**src/rtl/ov7725_fb_wr_ctrl.sv**
```systemverilog
// ov7725_fb_wr_ctrl: schedules SDRAM burst writes of camera pixels into a ping-pong frame buffer
module ov7725_fb_wr_ctrl #(
    parameter int          FRAME_PIXELS = 307200,
    parameter int          BURST_LEN    = 64,
    parameter int          SKIP_FRAMES  = 10,
    parameter logic [23:0] BUF0_BASE    = 24'h000000,
    parameter logic [23:0] BUF1_BASE    = 24'h100000
) (
    input  logic        sys_clk,
    input  logic        sys_rst_n,
    input  logic        sys_init_done,
    input  logic        cfg_done,
    input  logic        cam_vsync,
    input  logic [9:0]  fifo_num,
    input  logic        wr_ack,
    input  logic        wr_done,
    output logic        wr_req,
    output logic [23:0] wr_addr,
    output logic [8:0]  wr_len,
    output logic        fifo_clr,
    output logic        frame_done,
    output logic        frame_err,
    output logic        rd_bank,
    output logic        frame_valid
);
    localparam int CW = $clog2(FRAME_PIXELS + 1);
    localparam int SW = SKIP_FRAMES > 0 ? $clog2(SKIP_FRAMES + 1) : 1;

    typedef enum logic [2:0] {IDLE, SKIP, RUN, REQ, WAIT_DONE, WAIT_VS} state_t;

    state_t        state_q, state_d;
    logic [2:0]    vs_sync_q, vs_sync_d;
    logic [1:0]    cfg_sync_q, cfg_sync_d;
    logic [CW-1:0] count_q, count_d;
    logic [SW-1:0] skip_q, skip_d;
    logic          wr_bank_q, wr_bank_d;
    logic          rd_bank_q, rd_bank_d;
    logic          frame_valid_q, frame_valid_d;
    logic          abort_q, abort_d;
    logic          wr_req_q, wr_req_d;
    logic [23:0]   wr_addr_q, wr_addr_d;
    logic [8:0]    wr_len_q, wr_len_d;
    logic          fifo_clr_q, fifo_clr_d;
    logic          frame_done_q, frame_done_d;
    logic          frame_err_q, frame_err_d;
    logic          vs_rise;
    logic [31:0]   rem;
    logic [31:0]   done_cnt;
    logic [8:0]    len;

    assign vs_rise  = vs_sync_q[1] & ~vs_sync_q[2];
    assign rem      = 32'(FRAME_PIXELS) - 32'(count_q);
    assign len      = rem < 32'(BURST_LEN) ? 9'(rem) : 9'(BURST_LEN);
    assign done_cnt = 32'(count_q) + 32'(wr_len_q);

    // next-state: synchronizers, skip/capture sequencing, burst handshake and frame/abort bookkeeping
    always_comb begin
        vs_sync_d     = {vs_sync_q[1:0], cam_vsync};
        cfg_sync_d    = {cfg_sync_q[0], cfg_done};
        state_d       = state_q;
        count_d       = count_q;
        skip_d        = skip_q;
        wr_bank_d     = wr_bank_q;
        rd_bank_d     = rd_bank_q;
        frame_valid_d = frame_valid_q;
        abort_d       = abort_q;
        wr_req_d      = wr_req_q;
        wr_addr_d     = wr_addr_q;
        wr_len_d      = wr_len_q;
        fifo_clr_d    = 1'b0;
        frame_done_d  = 1'b0;
        frame_err_d   = 1'b0;
        case (state_q)
            IDLE: state_d = (sys_init_done && cfg_sync_q[1]) ? SKIP : IDLE;
            SKIP: begin
                if (vs_rise && skip_q == SW'(SKIP_FRAMES)) begin
                    fifo_clr_d = 1'b1;
                    count_d    = '0;
                    state_d    = RUN;
                end else if (vs_rise) begin
                    skip_d = skip_q + 1'b1;
                end
            end
            RUN: begin
                if (vs_rise) begin
                    frame_err_d = 1'b1;
                    fifo_clr_d  = 1'b1;
                    count_d     = '0;
                end else if (32'(fifo_num) >= 32'(len)) begin
                    state_d   = REQ;
                    wr_req_d  = 1'b1;
                    wr_addr_d = (wr_bank_q ? BUF1_BASE : BUF0_BASE) + 24'(count_q);
                    wr_len_d  = len;
                end
            end
            REQ: begin
                abort_d = abort_q | vs_rise;
                if (wr_ack) begin
                    wr_req_d = 1'b0;
                    state_d  = WAIT_DONE;
                end
            end
            WAIT_DONE: begin
                abort_d = abort_q | vs_rise;
                if (wr_done) begin
                    state_d = RUN;
                    abort_d = 1'b0;
                    if (abort_q || vs_rise) begin
                        frame_err_d = 1'b1;
                        fifo_clr_d  = 1'b1;
                        count_d     = '0;
                    end else begin
                        count_d = CW'(done_cnt);
                        if (done_cnt == 32'(FRAME_PIXELS)) begin
                            frame_done_d  = 1'b1;
                            rd_bank_d     = wr_bank_q;
                            wr_bank_d     = ~wr_bank_q;
                            frame_valid_d = 1'b1;
                            state_d       = WAIT_VS;
                        end
                    end
                end
            end
            WAIT_VS: begin
                if (vs_rise) begin
                    fifo_clr_d = 1'b1;
                    count_d    = '0;
                    state_d    = RUN;
                end
            end
            default: state_d = IDLE;
        endcase
    end

    // state registers; asynchronous reset clears everything including any in-flight request
    always_ff @(posedge sys_clk or negedge sys_rst_n) begin
        if (!sys_rst_n) begin
            state_q       <= IDLE;
            vs_sync_q     <= '0;
            cfg_sync_q    <= '0;
            count_q       <= '0;
            skip_q        <= '0;
            wr_bank_q     <= 1'b0;
            rd_bank_q     <= 1'b0;
            frame_valid_q <= 1'b0;
            abort_q       <= 1'b0;
            wr_req_q      <= 1'b0;
            wr_addr_q     <= '0;
            wr_len_q      <= '0;
            fifo_clr_q    <= 1'b0;
            frame_done_q  <= 1'b0;
            frame_err_q   <= 1'b0;
        end else begin
            state_q       <= state_d;
            vs_sync_q     <= vs_sync_d;
            cfg_sync_q    <= cfg_sync_d;
            count_q       <= count_d;
            skip_q        <= skip_d;
            wr_bank_q     <= wr_bank_d;
            rd_bank_q     <= rd_bank_d;
            frame_valid_q <= frame_valid_d;
            abort_q       <= abort_d;
            wr_req_q      <= wr_req_d;
            wr_addr_q     <= wr_addr_d;
            wr_len_q      <= wr_len_d;
            fifo_clr_q    <= fifo_clr_d;
            frame_done_q  <= frame_done_d;
            frame_err_q   <= frame_err_d;
        end
    end

    assign wr_req      = wr_req_q;
    assign wr_addr     = wr_addr_q;
    assign wr_len      = wr_len_q;
    assign fifo_clr    = fifo_clr_q;
    assign frame_done  = frame_done_q;
    assign frame_err   = frame_err_q;
    assign rd_bank     = rd_bank_q;
    assign frame_valid = frame_valid_q;
endmodule
```
**config.mk**
```make
export PLATFORM = sky130hd
export DESIGN_NAME = ov7725_fb_wr_ctrl
export DESIGN_NICKNAME = d
export VERILOG_FILES = /design/src/rtl/ov7725_fb_wr_ctrl.sv
export SDC_FILE = /design/constraint.sdc
export NUM_CORES = 1
export LEC_CHECK = 0
export CORE_MARGIN = 5
export CORE_UTILIZATION = 45
export DETAILED_ROUTE_END_ITERATION = 10
export PLACE_DENSITY = 0.7
export RECOVER_POWER = 100
export SETUP_SLACK_MARGIN = 0.02
export SYNTH_ARGS = -nofsm -noshare
export SYNTH_HDL_FRONTEND = slang
export SYNTH_SLANG_ARGS = --single-unit
```
**constraint.sdc**
```tcl
create_clock -name sys_clk -period 5.4 [get_ports sys_clk]
set_clock_uncertainty 0.2 [all_clocks]
set_input_delay 1.35 -clock sys_clk [delete_from_list [all_inputs] [get_ports sys_clk]]
set_output_delay 1.35 -clock sys_clk [all_outputs]
set_load 0.01 [all_outputs]
```
# Word-level counts from Yosys, hierarchy flattened
# Cells that the tools add are included.
[totals]
register_bits = 72
latch_bits = 0
ramBits = 0
romBits = 0
inputBits = 17
word_cells = 89
n_memories = 0
[op_classes]
addsub = 4
multipliers = 0
div = 0
n_lt_le_gt_ge = 2
n_eq_ne = 14
shift = 0
muxes = 33
bitwise_logic = 7
n_reduce_logical = 14
[op_table]
columns = ["operator", "count"]
rows = [
  ["19-bit 2-to-1 mux", 4],
  ["19-bit one-hot mux with 3 select lines", 1],
  ["32-bit by 7-bit < comparator with 1-bit output (second input constant)", 1],
  ["3-bit 2-to-1 mux", 8],
  ["21-bit by 19-bit adder with 22-bit output", 1],
  ["21-bit 2-to-1 mux", 1],
  ["19-bit by 9-bit adder with 20-bit output", 1],
  ["20-bit by 19-bit equality test with 1-bit output (second input constant)", 1],
  ["19-bit by 19-bit subtractor with 20-bit output (first input constant)", 1],
  ["3-bit one-hot mux with 6 select lines", 1],
  ["1-bit 2-to-1 mux", 13],
  ["2-bit != test (second input constant)", 6],
  ["4-bit AND reduction", 3],
  ["10-bit by 9-bit >= comparator with 1-bit output", 1],
  ["9-bit 2-to-1 mux", 1],
  ["3-bit by 2-bit equality test with 1-bit output (second input constant)", 2],
  ["3-bit equality test (second input constant)", 2],
  ["1-bit one-hot mux with 2 select lines", 3],
  ["3-bit AND reduction", 2],
  ["6-bit AND reduction", 1],
  ["1-bit inverter", 5],
  ["4-bit by 1-bit adder with 4-bit output (second input constant)", 1],
  ["4-bit equality test (second input constant)", 1],
  ["2-bit nonzero test", 2],
  ["other kinds (10)", 11],
]

# Depth between registers and ports, before layout
[depth]
ltp_word = 7
mapped_depth = 22
depth_no_buf = 19

# Worst setup path after synthesis
# No wires, ideal clock.
[synth_timing]
kind = "reg2reg"
startpoint = "register count_q[0]"
endpoint = "register wr_addr_q[0], in the netlist wr_addr[0]"
t_arrival_ns = 4.974
setup_slack_ns = 0.089
stages_incl_launch_ff = 22
path_buffers = 3
period_less_slack_ns = 5.311
path_cell_list = "dfrtp_1 -> inv_1 -> ha_1 -> or3b_1 -> or3_4 -> or4b_4 -> nor3_2 -> a31oi_1 -> nor3_2 -> o2111ai_2 -> buf_6 -> or2_1 -> ha_1 -> a21o_1 -> a21o_1 -> a2111oi_0 -> o21ai_0 -> nand4_1 -> nand2b_1 -> clkbuf_1 -> buf_1 -> o21ai_0"
[synth_between]
elab_chain_cells = 5
word_cells_on_any_way = 6
[synth_rtl]
columns = ["item", "line_no", "text"]
rows = [
  ["from (decl)", "34", "logic [CW-1:0] count_q, count_d;"],
  ["from (signal assigned)", "157", "count_q <= count_d;"],
  ["19-bit by 19-bit subtractor with 20-bit output", "52", "assign rem = 32'(FRAME_PIXELS) - 32'(count_q);"],
  ["32-bit by 7-bit < comparator with 1-bit output", "53", "assign len = rem < 32'(BURST_LEN) ? 9'(rem) : 9'(BURST_LEN);"],
  ["9-bit 2-to-1 mux", "53", ""],
  ["10-bit by 9-bit >= comparator with 1-bit output", "89", "end else if (32'(fifo_num) >= 32'(len)) begin"],
  ["3-bit AND reduction (no source line)", "--", ""],
  ["to (signal assigned)", "164", "wr_addr_q <= wr_addr_d;"],
  ["to (decl)", "41", "logic [23:0] wr_addr_q, wr_addr_d;"],
]
# Several ways; a longest one is shown, not always the timed one.
# A chain may end at the register's enable or synchronous reset.

# Worst setup path after layout
[layout_timing]
startpoint = "register count_q[0]"
endpoint = "register wr_addr_q[2], in the netlist wr_addr[2]"
[layout_between]
elab_chain_cells = 5
word_cells_on_any_way = 6
[layout_rtl]
columns = ["item", "line_no", "text"]
rows = [
  ["19-bit by 19-bit subtractor with 20-bit output *", "52", ""],
  ["32-bit by 7-bit < comparator with 1-bit output", "53", ""],
  ["9-bit 2-to-1 mux *", "53", ""],
  ["via len[0]", "49", "logic [8:0] len;"],
  ["10-bit by 9-bit >= comparator with 1-bit output *", "89", ""],
  ["3-bit AND reduction (no source line) *", "--", ""],
]
# Mark *: on every way through the listed nets, which the timed path passes. The rest lies on a longest branch.

==> impl_metrics.tcl <==
set metrics [dict create \
    gr-total-overflow 0 \
    clockBufferDepth 2 \
    grt_first_pass_wirelength_um 18400 \
    synth_seq_cells 68 \
    path_class "reg2reg" \
    rr_endpoint "wr_addr[2]" \
    cp-endpoint "wr_addr[2]" \
    async_reset_ff_share_pct 100 \
    synth_area_um2 4160 \
    timing.final.crit_period_ns 5.13 \
    port_buffers 51 \
    routed_wl_um 11200 \
    area_delta_synth_final_pct 22.7 \
    htreeDepth 3 \
    via_count 3685 \
    max_slew_margin_pct -35.2 \
    worstMarginPinSlew_ns 2.03 \
    setup_tns_ns 0 \
    clk_latency_ns 0.35 \
    rrSetupSlack_ns 0.27 \
    slowest_stage "or4b_4" \
    nFillCells 837 \
    cp-end-kind "flop" \
    place_congestion 0.974 \
    final_cells 625 \
    power.density_nw_per_um2 403 \
    die_width_um 106 \
    critPathRequiredTime_ns 5.43 \
    crit_top_cell "a21o_1" \
    antennaDiodeCount 0 \
    firstDrtPassIters 5 \
    p_leak_nw 2.33 \
    num-nets-final 548 \
    cpPeakStageDelay_ns 0.52 \
    holdBufCountCts 0 \
    ff2ff_path_depth 19 \
    startpoint "count_q[0]" \
    core_um2 9110 \
    postLayoutCoreUtil_pct 56.1 \
    grt_max_degree 40 \
    grt_pass1_vias 3491 \
    cp-start-kind "flop" \
    violations "max-capacitance violations, max-slew violations" \
    avgSynthCellArea_um2 9.23 \
    fp.dieH_um 106 \
    drc 0 \
    hpwl_um 8270 \
    worstPathArrival_ns 5.16 \
    fin_crit_sh_pct 95.1 \
    groute.usage.overall_pct 20.4 \
    holdPathStages 0 \
    start_util_pct 45.7 \
    clock_sinks 68 \
    clockRootBuffer "clkbuf_8" \
    dpl.cell_count 604 \
    clkTransAtPathRegs_ns 0.08 \
    hp-class "reg2reg" \
    hold-worst-slack_ns 0.152 \
    synthFlopType "dfrtp_1" \
    cts_buffers 9 \
    synth-edff-count 0 \
    maxSlewViolCount 71 \
    first_iter_violations 262 \
    setup_viol 0 \
    timing.final.ws_setup_ns 0.266 \
    seq_area_frac_synth_pct 40.9 \
    ant_nets 0 \
    cts_tree "done" \
    vdd_drop_max_v 0.000193 \
    drt-wirelength-per-cell_um 18.0 \
    io_pins 56 \
    fp.dieArea_um2 11300 \
    place_ws_ns 0.105 \
    critPathMaxFanout 15 \
    layout-drive-gt1-share_pct 13.0 \
    num_rows 35 \
    hold_viol 0 \
    status "finished, violations left" \
    drt-vias-per-instance 5.90 \
    ys_warn_count 0 \
    cp_cell_sequence "inv_2, ha_2, or3b_4, or3_4, or4b_4, o22a_1, nor3_2, o2111ai_2, nor2_1, ha_1, nand2b_1, a21o_1, a21o_1, a2111oi_2, o21ai_1, nand4_1, nand2b_4, buf_12, mux2_2" \
    r2r_start "count_q[0]" \
    fmax_mhz 195 \
    synth_cell_type_count 67 \
    cap_violations 2 \
    antenna_found_initial 0 \
    synthCells 451 \
]
final cells by class:
type	instances	area (um^2)	area share (%)
Inverter	15	56.3	1.10
Clock inverter	5	83.8	1.64
Timing Repair Buffer	68	652	12.8
Sequential cell	68	1700	33.3
Clock buffer	11	141	2.77
Multi-Input combinational cell	347	2340	45.7
Tap cell	111	139	2.72
report_power, final:
part | internal (mW) | switching (mW)
logic | 0.392 | 0.459
registers | 0.606 | 0.122
clock network | 0.275 | 0.208
registers in the layout, summed over array words and instances, names as in the netlist:
name and count:
wr_req 1, abort_q 1, wr_bank_q 1, frame_valid 1
state_q 3, vs_sync_q 3, frame_err 1, wr_len 9
wr_addr 20, skip_q 4, frame_done 1, fifo_clr 1
rd_bank 1, cfg_sync_q 2, count_q 19
cell usage after synthesis, types with 3 or more instances:
cell type	number	area share, %
and2_1	4	0.60
or3_1	6	0.90
a31oi_1	5	0.75
buf_4	4	0.72
o31ai_1	9	1.6
a2111oi_0	3	0.63
o31ai_2	6	1.8
and3_1	5	0.75
nand2_1	44	4.0
mux2_2	15	4.1
xor2_1	7	1.5
nor3_1	10	1.2
or2_1	4	0.60
dfrtp_1	68	41
a21oi_1	27	3.2
nor2_1	29	2.6
inv_1	14	1.3
nand4_1	7	1.1
clkbuf_1	18	1.6
a211o_1	3	0.63
nor2b_1	4	0.60
o21ai_0	48	5.8
nor4_1	7	1.1
nand3_1	12	1.4
a21o_1	9	1.6
nand2b_1	7	1.1
ha_1	21	6.3
xnor2_1	7	1.5
stage by stage:
step / power [mW] / instance area [um^2]
after detailed placement: 1.55 / 4810
final: 2.06 / 5110
after global routing: 2.19 / 5110
after global placement: 1.53 / 4810
after floorplan: 1.26 / 4180
after CTS: 2.04 / 5030
what timing repair did:
| action | 4_1_cts | 5_1_grt |
|---|---|---|
| gates resized for setup | 0 | 19 |
| setup endpoints to repair | 0 | 30 |
| setup buffers | 0 | 4 |
worst max-delay path, delay by kind of cell (launching register included):
kind                     cells  cell delay (ns)
adder cells (fa/ha/maj)      2             0.39
AND/OR/NAND/NOR              8             2.16
AO/OA/AOI/OAI                6             1.29
multiplexers                 1             0.33
flip-flops                   1             0.40
buffers and inverters        2             0.23
cells by family after synthesis:
group | count (synthesis) | share of synthesized area (%)
adder cells (fa/ha/maj) | 22 | 6.79
other | 2 | 0.180
XOR/XNOR | 14 | 2.94
multiplexers | 18 | 4.81
flip-flops | 68 | 40.9
AND/OR/NAND/NOR | 153 | 19.1
buffers and inverters | 40 | 4.18
AO/OA/AOI/OAI | 134 | 21.1
per-layer routing:
layer	up-vias	share of wire (%)	wire length [um]	GRT usage [%]
li1	1755	-	-	-
met1	1790	45	5090	28.8
met2	122	47	5340	32.2
met3	18	5.9	664	3.34
met4	0	1.4	153	5.83
met5	-	0	0	0
placed cells by master (no fill, tap or decap), types with 4 or more instances in the layout:
cell type	n
xor2_1	7
or2_1	4
o21ai_0	48
clkdlybuf4s50_1	12
o31ai_1	9
dfrtp_1	68
ha_1	20
nand3_1	12
a31oi_1	5
or3_1	6
a21o_1	9
buf_4	10
mux2_2	15
xnor2_1	7
and3_1	5
clkbuf_8	10
nand4_1	7
nand2_1	44
and2_1	4
conb_1	6
nor2b_1	4
nor2_1	29
nand2b_1	6
a21oi_1	27
inv_1	12
dlygate4sd3_1	38
o31ai_2	6
nor4_1	6
nor3_1	10
clkbuf_1	4
worst min-delay path by stage:
stage               slack [ns]           from       endpoint
finish                    0.15  cfg_sync_q[0]  cfg_sync_q[1]
global route              0.16  cfg_sync_q[0]  cfg_sync_q[1]
CTS                       0.16  cfg_sync_q[0]  cfg_sync_q[1]
detailed placement        0.13  cfg_sync_q[0]  cfg_sync_q[1]
global placement          0.13  cfg_sync_q[0]  cfg_sync_q[1]
floorplan                 0.13  cfg_sync_q[0]  cfg_sync_q[1]
(Power assumes the default switching activity.)
